$ cat src/rtl/score_digit_sequencer_pkg.sv
// Shared sizing constants and types for the score digit sequencer.
// SCORE_W must be at least 16 so that hit_points fits in the accumulator.
package score_pkg;

  localparam int          NUM_DIGITS = 9;
  localparam int          SCORE_W    = 32;
  localparam int unsigned MAX_SCORE  = 32'd999_999_999;

  typedef enum logic [1:0] {
    S_IDLE,
    S_SHIFT,
    S_DONE
  } score_state_t;

  typedef logic [3:0] bcd_digit_t;

endpackage

$ cat src/rtl/score_digit_sequencer_bcd_add3.sv
// Double-dabble digit corrector: a BCD nibble of 5 or more gets +3 before the
// next left shift, so that the shift carries correctly into the next decade.
module bcd_add3
  import score_pkg::*;
(
  input  bcd_digit_t digit_i,
  output bcd_digit_t digit_o
);

  assign digit_o = (digit_i >= 4'd5) ? bcd_digit_t'(digit_i + 4'd3) : digit_i;

endmodule

$ cat src/rtl/score_digit_sequencer.sv
// Saturating score accumulator with a once-per-frame sequential binary-to-BCD
// conversion (shift-add-3, one bit per clock) feeding the score renderer.
module score_digit_sequencer #(
  parameter int                 SCORE_W    = score_pkg::SCORE_W,
  parameter int                 NUM_DIGITS = score_pkg::NUM_DIGITS,
  parameter logic [SCORE_W-1:0] MAX_SCORE  = SCORE_W'(score_pkg::MAX_SCORE)
) (
  input  logic                    Clk,
  input  logic                    Reset_n,
  input  logic                    frame_clk,
  input  logic                    clear,
  input  logic                    hit_valid,
  input  logic [15:0]             hit_points,
  output logic [SCORE_W-1:0]      score,
  output logic [4*NUM_DIGITS-1:0] digits_out,
  output logic                    digits_valid,
  output logic                    busy
);

  import score_pkg::*;

  localparam int BCD_W = 4 * NUM_DIGITS;
  localparam int CNT_W = $clog2(SCORE_W);

  score_state_t       state_q, state_d;
  logic               frame_clk_q;
  logic               rise;
  logic [SCORE_W-1:0] score_q, score_d;
  logic [SCORE_W:0]   sum;
  logic [SCORE_W-1:0] bin_q, bin_d;
  logic [BCD_W-1:0]   bcd_q, bcd_d;
  logic [BCD_W-1:0]   bcd_adj;
  logic [CNT_W-1:0]   cnt_q, cnt_d;
  logic [BCD_W-1:0]   digits_q, digits_d;
  logic               valid_q, valid_d;
  logic               busy_q, busy_d;

  // frame_clk_q resets high so a frame_clk held high through reset is not an edge
  assign rise = frame_clk & ~frame_clk_q;

  assign sum = {1'b0, score_q} + {{(SCORE_W + 1 - 16){1'b0}}, hit_points};

  always_comb begin
    score_d = score_q;
    if (clear) begin
      score_d = '0;
    end else if (hit_valid) begin
      score_d = (sum > {1'b0, MAX_SCORE}) ? MAX_SCORE : sum[SCORE_W-1:0];
    end
  end

  for (genvar g = 0; g < NUM_DIGITS; g++) begin : g_add3
    bcd_add3 u_add3 (
      .digit_i (bcd_q[4*g +: 4]),
      .digit_o (bcd_adj[4*g +: 4])
    );
  end

  // The snapshot is taken from score_q, so a same-cycle hit lands next frame
  always_comb begin
    state_d  = state_q;
    bin_d    = bin_q;
    bcd_d    = bcd_q;
    cnt_d    = cnt_q;
    digits_d = digits_q;
    valid_d  = 1'b0;
    unique case (state_q)
      S_IDLE: begin
        if (rise) begin
          bin_d   = score_q;
          bcd_d   = '0;
          cnt_d   = '0;
          state_d = S_SHIFT;
        end
      end
      S_SHIFT: begin
        bcd_d = {bcd_adj[BCD_W-2:0], bin_q[SCORE_W-1]};
        bin_d = {bin_q[SCORE_W-2:0], 1'b0};
        cnt_d = cnt_q + 1'b1;
        if (cnt_q == CNT_W'(SCORE_W - 1)) begin
          state_d = S_DONE;
        end
      end
      S_DONE: begin
        digits_d = bcd_q;
        valid_d  = 1'b1;
        state_d  = S_IDLE;
      end
      default: state_d = S_IDLE;
    endcase
    busy_d = (state_d != S_IDLE);
  end

  always_ff @(posedge Clk or negedge Reset_n) begin
    if (!Reset_n) begin
      state_q     <= S_IDLE;
      frame_clk_q <= 1'b1;
      score_q     <= '0;
      bin_q       <= '0;
      bcd_q       <= '0;
      cnt_q       <= '0;
      digits_q    <= '0;
      valid_q     <= 1'b0;
      busy_q      <= 1'b0;
    end else begin
      state_q     <= state_d;
      frame_clk_q <= frame_clk;
      score_q     <= score_d;
      bin_q       <= bin_d;
      bcd_q       <= bcd_d;
      cnt_q       <= cnt_d;
      digits_q    <= digits_d;
      valid_q     <= valid_d;
      busy_q      <= busy_d;
    end
  end

  assign score        = score_q;
  assign digits_out   = digits_q;
  assign digits_valid = valid_q;
  assign busy         = busy_q;

endmodule

$ cat config.mk
export PLATFORM = sky130hd
export DESIGN_NAME = score_digit_sequencer
export DESIGN_NICKNAME = d
export VERILOG_FILES = /design/src/rtl/score_digit_sequencer_pkg.sv /design/src/rtl/score_digit_sequencer_bcd_add3.sv /design/src/rtl/score_digit_sequencer.sv
export SDC_FILE = /design/constraint.sdc
export NUM_CORES = 1
export LEC_CHECK = 0
export BUFFER_PORTS_ARGS = -buffer_cell sky130_fd_sc_hd__buf_2
export CORE_ASPECT_RATIO = 1.2
export CORE_MARGIN = 2
export CORE_UTILIZATION = 60
export DETAILED_ROUTE_END_ITERATION = 10
export GPL_TIMING_DRIVEN = 1
export PLACE_DENSITY = 0.81
export SETUP_SLACK_MARGIN = 0.05
export SYNTH_ARGS = -nofsm -noshare
export SYNTH_HDL_FRONTEND = slang
export SYNTH_HIERARCHICAL = 1
export SYNTH_SLANG_ARGS = --single-unit
$ cat constraint.sdc
create_clock -name Clk -period 4.62 [get_ports Clk]
set_clock_uncertainty 0.05 [all_clocks]
set_input_delay 0.693 -clock Clk [delete_from_list [all_inputs] [get_ports Clk]]
set_output_delay 0.693 -clock Clk [all_outputs]
set_load 0.01 [all_outputs]
==> metrics <==
gr ovfl total=0; All-Layer GR Usage=approximately a quarter; Top Family by Delay on Critical Path=compound AO/OA/AOI/OAI gates; crit end category=flop; synthesized area=8450 µm²; Non-Filler Instances=between 1k and 1.5k; Total Nets Final=~1.1k; Crit Path Category=flop to flop; met1 Resource Use GR=between 30% and 40%; startpoint types=flop; crit path DAT=~4.4 ns; largest net degree at the start of global routing=73; num rows=47; via/cell ratio=approximately 6; # diodes=0; most frequent cells in the layout=197 x nand2_1, 145 x dfrtp_1, 89 x buf_2; setup ws final=between 0.4 and 0.5 ns; Leak Pwr=between 0.004 and 0.005 µW; crit-path max FO=20; CP max stage delay=between 0.5 and 0.6 ns; Post-CTS Setup Inserts=0; die area=15000 µm²; synthesis-to-layout area growth=14.7%; final setup TNS=0 ns; setup violators final=0; port buffer count=90; via count=about 7.2k; MaxCap Viol Count=0; TritonCTS clock tree=built; CTS buffer count=17; dpl cells=1176; CTS root buf=clkbuf_16; H-tree levels=4; fin. max-slew vios=0; Max-slew headroom=a little over a third; Worst Path Required=4.83 ns; Detail Placement HPWL=13.4 mm; grt met3 use=under 10%; Die H=about 130 µm; post-route cell area=between 9000 and 10000 µm²; Final Hold Fails=0; Max VDD drop=between 0.0003 and 0.0004 V; fillers=between 1k and 1.5k; share of layout cells above drive strength 1=around a fifth; Avg Inst Size Synth=8.91 µm²; Clk Latency, worst-skew pair=about 0.42 ns; worst-margin pin slew=about 0.97 ns; Yosys Warn Count=6; status=finished clean; Longest Clk Path Bufs=2; RSZ-0062 raised after global routing=false; Mapped Cells=948; Post-CTS Hold Fix Bufs=0; max frequency=about 0.24 GHz; first-pass GRT wire length=between 30 and 40 mm; HP Class=input port to asynchronous set/reset pin; total iterations of the first detailed-routing run=5; busiest grt layer=met2; first-iteration detailed-routing DRC count=between 500 and 600; fin crit period=between 4 and 5 ns; Antenna Violating Nets Remaining=0; Area after DPL=9090 µm²; I/O pin count=91; most common cell after layout, fill and taps aside=nand2_1; RD Place Congestion=roughly 0.93; DR WL/cell=about 16 µm; routed wire length=~19 mm; Die Wd=about 110 µm; Core Region=around 14000 µm²; met2 Usage GRT=about 45%; Finished Core Util=a little over two thirds; dpl ws=between 0.04 and 0.05 ns; drc violations=0; slowest cell on the critical path=or4_4; critical path buffer and inverter count=2; Synth Net Count=about 1k; Pwr Density=between 500 and 600 nW/µm²; clock transition at the registers of the reported paths=0.06 ns; initial antenna violation count=0; CTS sink cnt=roughly 150; Post-CTS Resized=0; crit-path cells=ha_1 -> inv_1 -> fa_1 -> nand2b_1 -> a211oi_2 -> o21ai_1 -> and4_1 -> nor4bb_1 -> o21ai_0 -> or4_4 -> a2111oi_4 -> nor2_4 -> o22ai_1 -> buf_12 -> a311oi_1; vias in the first global route=about 6.8k; crit share post-route=around nine tenths; initial core utilization=between 60% and 70%
-- report_power, final --
| part | switching [µW] | internal (µW) |
|---|---|---|
| clock network | 531 | 862 |
| registers | 347 | 1660 |
| logic | 1040 | 744 |
-- routing by layer --
| layer | up-vias | part of all wire (%) |
|---|---|---|
| met5 | - | 0 |
| met1 | 3432 | 44 |
| met4 | 0 | 2.7 |
| met3 | 42 | 4.6 |
| li1 | 3478 | - |
| met2 | 207 | 49 |
-- per-stage QoR --
step / power (µW) / hold WS, ns
after global placement: 3700 / 0.411
after CTS: 5220 / 0.249
after global routing: 5600 / 0.293
after detailed placement: 3800 / 0.422
final: 5180 / 0.235
after floorplan: 3330 / 0.347
-- area by class of cell --
class	count	area, µm²	share of cell area [%]
Clock inverter	12	158	1.63
Tap cell	171	214	2.21
Inverter	35	131	1.36
Multi-Input combinational cell	715	4480	46.2
Clock buffer	19	443	4.57
Timing Repair Buffer	109	612	6.31
Sequential cell	146	3650	37.7
-- worst paths after layout --
path                                       end  slack, ns  depth (start not counted)      start
worst min-delay path            digits_out[31]       0.24                          1    Reset_n
worst max register to register        score[5]       0.43                         15   score[0]
max in group asynchronous             cnt_q[2]       3.33                          2    Reset_n
worst min register to register       bin_q[23]       0.42                          2  bin_q[22]
min in group Clk                   frame_clk_q       0.34                          1  frame_clk
worst max-delay path                  score[5]       0.43                         15   score[0]
-- registers in the layout, indices dropped and copies added, names as in the netlist --
name / flops
digits_valid: 1
digits_out: 36
score: 32
bin_q: 32
cnt_q: 5
state_q: 2
frame_clk_q: 1
bcd_q: 36
busy: 1
No activity file was read; power rests on OpenSTA's default activity.
